===== config.mk =====
export PLATFORM = sky130hd
export DESIGN_NAME = wash_control_panel
export DESIGN_NICKNAME = d
export VERILOG_FILES = /design/src/rtl/wash_control_panel.sv
export SDC_FILE = /design/constraint.sdc
export NUM_CORES = 1
export LEC_CHECK = 0
export ABC_AREA = 1
export BUFFER_PORTS_ARGS = -buffer_cell sky130_fd_sc_hd__buf_2
export CAP_MARGIN = 20
export CORE_UTILIZATION = 40
export DETAILED_ROUTE_END_ITERATION = 12
export HOLD_SLACK_MARGIN = 0.02
export PLACE_DENSITY = 0.71
export SETUP_SLACK_MARGIN = 0.4
export SLEW_MARGIN = 20
export SYNTH_ARGS = -nofsm -noshare
export SYNTH_HDL_FRONTEND = slang
export SYNTH_SLANG_ARGS = --single-unit

===== constraint.sdc =====
create_clock -name clk -period 1.6 [get_ports clk]
set_clock_uncertainty 0.05 [all_clocks]
set_input_delay 0.08 -clock clk [delete_from_list [all_inputs] [get_ports clk]]
set_output_delay 0.08 -clock clk [all_outputs]
set_load 0.05 [all_outputs]

===== src/rtl/wash_control_panel.sv =====
// rtl/wash_control_panel.sv - coin/program front panel driving the washing-machine FSM
module wash_control_panel #(
    parameter int CREDIT_W      = 4,
    parameter int PRICE_NORMAL  = 2,
    parameter int PRICE_DOUBLE  = 3,
    parameter int PRICE_DRY     = 2,
    parameter int ACK_TIMEOUT   = 4,
    parameter int PAUSE_LOCKOUT = 24
) (
    input  logic                clk,
    input  logic                rst,
    input  logic                coin,
    input  logic                sel_double,
    input  logic                sel_dry,
    input  logic                start_btn,
    input  logic                pause_btn,
    input  logic                cancel_btn,
    input  logic                done,
    output logic                start,
    output logic                double_wash,
    output logic                dry_wash,
    output logic                time_pause,
    output logic [CREDIT_W-1:0] credit,
    output logic                refund,
    output logic [CREDIT_W-1:0] refund_amt,
    output logic                err_funds,
    output logic                busy
);
    localparam int LOCK_W = $clog2(PAUSE_LOCKOUT + 1);
    localparam int ACK_W  = $clog2(ACK_TIMEOUT + 1);
    localparam logic [ACK_W-1:0]  ACK_LAST  = ACK_W'(ACK_TIMEOUT - 1);
    localparam logic [LOCK_W-1:0] LOCK_LOAD = LOCK_W'(PAUSE_LOCKOUT);

    typedef enum logic [1:0] {IDLE, LAUNCH, WAIT_ACK, RUN} state_t;

    state_t              state, state_next;
    logic [CREDIT_W-1:0] price, paid, paid_next;
    logic [CREDIT_W-1:0] credit_next, refund_amt_next, credit_sat, launch_sat;
    logic [CREDIT_W:0]   credit_inc, launch_diff;
    logic [LOCK_W-1:0]   lockout, lock_next;
    logic [ACK_W-1:0]    ack_cnt, ack_next;
    logic                start_next, double_next, dry_next, pause_next;
    logic                refund_next, err_next, busy_next;

    always_comb begin
        if (sel_dry)
            price = CREDIT_W'(PRICE_DRY);
        else if (sel_double)
            price = CREDIT_W'(PRICE_DOUBLE);
        else
            price = CREDIT_W'(PRICE_NORMAL);
    end

    // Widen by one bit so a coin at full credit is detected and discarded
    assign credit_inc  = {1'b0, credit} + (CREDIT_W+1)'(coin);
    assign launch_diff = credit_inc - {1'b0, price};
    assign credit_sat  = credit_inc[CREDIT_W]  ? {CREDIT_W{1'b1}} : credit_inc[CREDIT_W-1:0];
    assign launch_sat  = launch_diff[CREDIT_W] ? {CREDIT_W{1'b1}} : launch_diff[CREDIT_W-1:0];

    always_comb begin
        state_next      = state;
        credit_next     = credit_sat;
        double_next     = double_wash;
        dry_next        = dry_wash;
        paid_next       = paid;
        ack_next        = ack_cnt;
        lock_next       = (lockout != '0) ? lockout - 1'b1 : '0;
        start_next      = 1'b0;
        pause_next      = 1'b0;
        refund_next     = 1'b0;
        refund_amt_next = '0;
        err_next        = 1'b0;
        case (state)
            IDLE: begin
                if (cancel_btn) begin
                    refund_next     = 1'b1;
                    refund_amt_next = credit_sat;
                    credit_next     = '0;
                end else if (start_btn) begin
                    if (credit >= price && done) begin
                        state_next  = LAUNCH;
                        start_next  = 1'b1;
                        double_next = sel_double & ~sel_dry;
                        dry_next    = sel_dry;
                        paid_next   = price;
                        credit_next = launch_sat;
                    end else begin
                        err_next = 1'b1;
                    end
                end
            end
            LAUNCH: begin
                state_next = WAIT_ACK;
                ack_next   = '0;
            end
            WAIT_ACK: begin
                if (!done) begin
                    state_next = RUN;
                end else if (ack_cnt == ACK_LAST) begin
                    // Machine never acknowledged: return the price, keep leftover credit
                    state_next      = IDLE;
                    refund_next     = 1'b1;
                    refund_amt_next = paid;
                    double_next     = 1'b0;
                    dry_next        = 1'b0;
                end else begin
                    ack_next = ack_cnt + 1'b1;
                end
            end
            RUN: begin
                if (done) begin
                    state_next  = IDLE;
                    double_next = 1'b0;
                    dry_next    = 1'b0;
                    lock_next   = '0;
                end else if (pause_btn && lockout == '0) begin
                    pause_next = 1'b1;
                    lock_next  = LOCK_LOAD;
                end
            end
            default: state_next = IDLE;
        endcase
        busy_next = (state_next != IDLE);
    end

    always_ff @(posedge clk) begin
        if (rst) begin
            state       <= IDLE;
            credit      <= '0;
            paid        <= '0;
            ack_cnt     <= '0;
            lockout     <= '0;
            start       <= 1'b0;
            double_wash <= 1'b0;
            dry_wash    <= 1'b0;
            time_pause  <= 1'b0;
            refund      <= 1'b0;
            refund_amt  <= '0;
            err_funds   <= 1'b0;
            busy        <= 1'b0;
        end else begin
            state       <= state_next;
            credit      <= credit_next;
            paid        <= paid_next;
            ack_cnt     <= ack_next;
            lockout     <= lock_next;
            start       <= start_next;
            double_wash <= double_next;
            dry_wash    <= dry_next;
            time_pause  <= pause_next;
            refund      <= refund_next;
            refund_amt  <= refund_amt_next;
            err_funds   <= err_next;
            busy        <= busy_next;
        end
    end
endmodule


==> impl_metrics.toml <==
[run_status]
status = "complete, no violations"

[pwr]
p_seq_share_pct = 40.8
swShare_pct = 38.8
p_per_area_mw_per_mm2 = 965
power_frac_comb_pct = 44.2
peakVddDrop_v = 0.000435
p_clk_share_pct = 15.0
p_total_mw = 2.04
p_leak_nw = 0.965
p_sw_mw = 0.790
power.internal_mw = 1.25

[die]
fp-row-count = 21
io_pins = 24
fp.coreArea_mm2 = 0.00334
initial_core_util_pct = 42.0
fp.dieH_um = 61.2
die_w_um = 61.2
die_area_mm2 = 0.00374

[detailed_routing]
drcViolationCount = 0
wl_mm = 3.29
via_per_inst = 4.82
wire_per_inst_um = 11.6
vias = 1368
firstDrtPassIters = 4
drtAntennaViolNets = 0
drtIter0Drc = 70

[synthesis]
ys.flop_type = "dfxtp_1"
synth_edf_count = 0
ys_warn_count = 0
synth_top_area_share_pct = 38.6
synthArstFlopShare_pct = 0
synth_seq_cells = 27
synth_area_mm2 = 0.00140
synthTopCellsByArea = "dfxtp_1 39%, ha_1 9.8%, nand2_1 8.6%, inv_1 7.5%, nor2_1 7.0%"
seq_area_frac_synth_pct = 38.6
synth.net_count = 212
ys_types = 25
syn_inst = 192
synth_area_leader_cell = "dfxtp_1"
yosysMostFrequentCell = "nand2_1"
synthTopCellsByCount = "32 x nand2_1, 28 x inv_1, 27 x dfxtp_1"
avgSynthCellArea_um2 = 7.29

[layout]
fillerInstances = 273
utilization_pct = 63.2
drive_above_1_share_pct = 52.5
syn_to_final_growth_pct = 50.7
antenna_cells = 0
stdcell_count = 284
finalNetCount = 259
fin_area_mm2 = 0.00211

[clock_tree]
cts_buffer_depth = 2
cts_made_buffers = 3
htree_num_levels = 1
clk_latency_ns = 0.33
cts-root-buf = "clkbuf_4"
cts_tree = "yes"
cts.sinks = 27
cts.clk_slew.worst_paths_ns = 0.15

[worst_setup_path]
crit_top_cell = "nand2_2"
slowest_delay_ns = 0.40
crit_chain = "inv_2 > ha_4 > nand2_2 > nand3_2 > nand2_2 > buf_4 > buf_6 > inv_4 > nand2_2 > nand2_1 > a21oi_1"
cp-end-kind = "register"
critPathLaunch = "credit[0]"
cp_data_arrival_time_ns = 1.71
reg2reg_slack_ns = 0.07
critical_path_class = "register to register"
r2r_end = "paid[0]"
ff2ff_path_depth = 11
slowest_stage = "dfxtp_4"
critPathLaunchType = "register"
crit_required_ns = 1.78
r2r_start = "credit[0]"
crit_family = "flip-flops"
path_buf_inv = 4
path_max_fanout = 3

[worst_hold_path]
holdCritStartpoint = "rst"
hold_depth = 2
min_to = "refund_amt[0]"
min-delay-path-class = "input pin to register"

[run]
drv_cap = 0

[placed_design]
place_area_mm2 = 0.00170
dp_hpwl_mm = 2.23
io_buffers = 23
pre_cts_slack_ns = 0.0808
gp_congestion = 0.804
placedCellCount = 263

[global_routing]
antenna_found_initial = 0
gr-total-overflow = 0
grt_max_degree = 17
track_usage_pct = 19.3
grt_pass1_vias = 1259
grt_pass1_wl_mm = 5.42

[timing]
tns_ns = 0
layout_setup_ws_ns = 0.0734
rsz0062_at_grt = "yes"
tightestPinTransition_ns = 0.319
hold_viol_final = 0
setup_violations = 0
fin_crit_ns = 1.53
whs_ns = 0.0371
min_period_over_period_pct = 95.4
fmax_mhz = 655
slew_headroom_pct = 78.7
report.final.slew_viol_count = 0
layer usage:
layer | share of wire (%) | track usage, % | vias to the layer above | wire length, um
met3 | 4.0 | 4.83 | 6 | 133
met2 | 53 | 34.8 | 32 | 1730
met4 | 1.2 | 5.84 | 0 | 40
met1 | 42 | 22.5 | 628 | 1390
met5 | 0 | 0 | - | 0
li1 | - | - | 702 | -
registers in the layout, indices dropped and copies added, names as in the netlist:
| signal | count |
|---|---|
| refund_amt | 4 |
| busy | 1 |
| credit | 4 |
| ack_cnt | 3 |
| paid | 2 |
| dry_wash | 1 |
| double_wash | 1 |
| time_pause | 1 |
| start | 1 |
| state | 2 |
| lockout | 5 |
| err_funds | 1 |
| refund | 1 |
cell usage in the layout, fill, tap and decap left out, types with 6 or more instances in the layout:
cell type   n
a21oi_1    11
buf_2      20
buf_4      14
buf_6       6
dfxtp_1    17
dfxtp_2     8
ha_4        9
inv_1      17
inv_2      12
nand2_1    20
nand2_2    13
nand3_1    11
nor2_1     21
worst max-delay path by stage:
stage,endpoint,depth (start not counted)
5_1_grt,dry_wash,11
3_3_place_gp,busy,10
3_5_place_dp,busy,10
2_1_floorplan,double_wash,11
6_report,paid[0],11
4_1_cts,dry_wash,11
power groups by stage:
stage               logic, mW  clock network, mW  registers (mW)
detailed placement      0.613                  0           0.828
CTS                     0.727              0.320           0.814
global route            0.996              0.342           0.844
global placement        0.599                  0           0.826
finish                  0.900              0.306           0.830
floorplan               0.409                  0           0.901
final cells by class:
| cell class | count | area [um2] | share of cell area, % |
|---|---|---|---|
| multi-input cells | 130 | 1020 | 48.3 |
| inverters | 34 | 145 | 6.88 |
| repair buffers | 43 | 300 | 14.2 |
| well taps | 46 | 57.6 | 2.73 |
| clock buffers | 3 | 22.5 | 1.07 |
| flip-flops and latches | 27 | 558 | 26.5 |
| clock inverters | 1 | 7.51 | 0.356 |
timing repair:
| action | in CTS | in global routing |
|---|---|---|
| pin swaps | 19 | 20 |
| hold endpoints to repair | 5 | 0 |
| resized for setup | 42 | 30 |
| buffers inserted | 11 | 4 |
| setup endpoints to repair | 27 | 30 |
| hold buffers | 2 | 0 |
cell families after synthesis:
group / share of synthesized area, %
xor+xnor: 1.25
compound gates: 11.9
buf+inv: 9.38
fa+ha+maj: 9.83
flops: 38.6
simple gates: 29.0
Note: power is estimated with default switching activity, not from simulation.
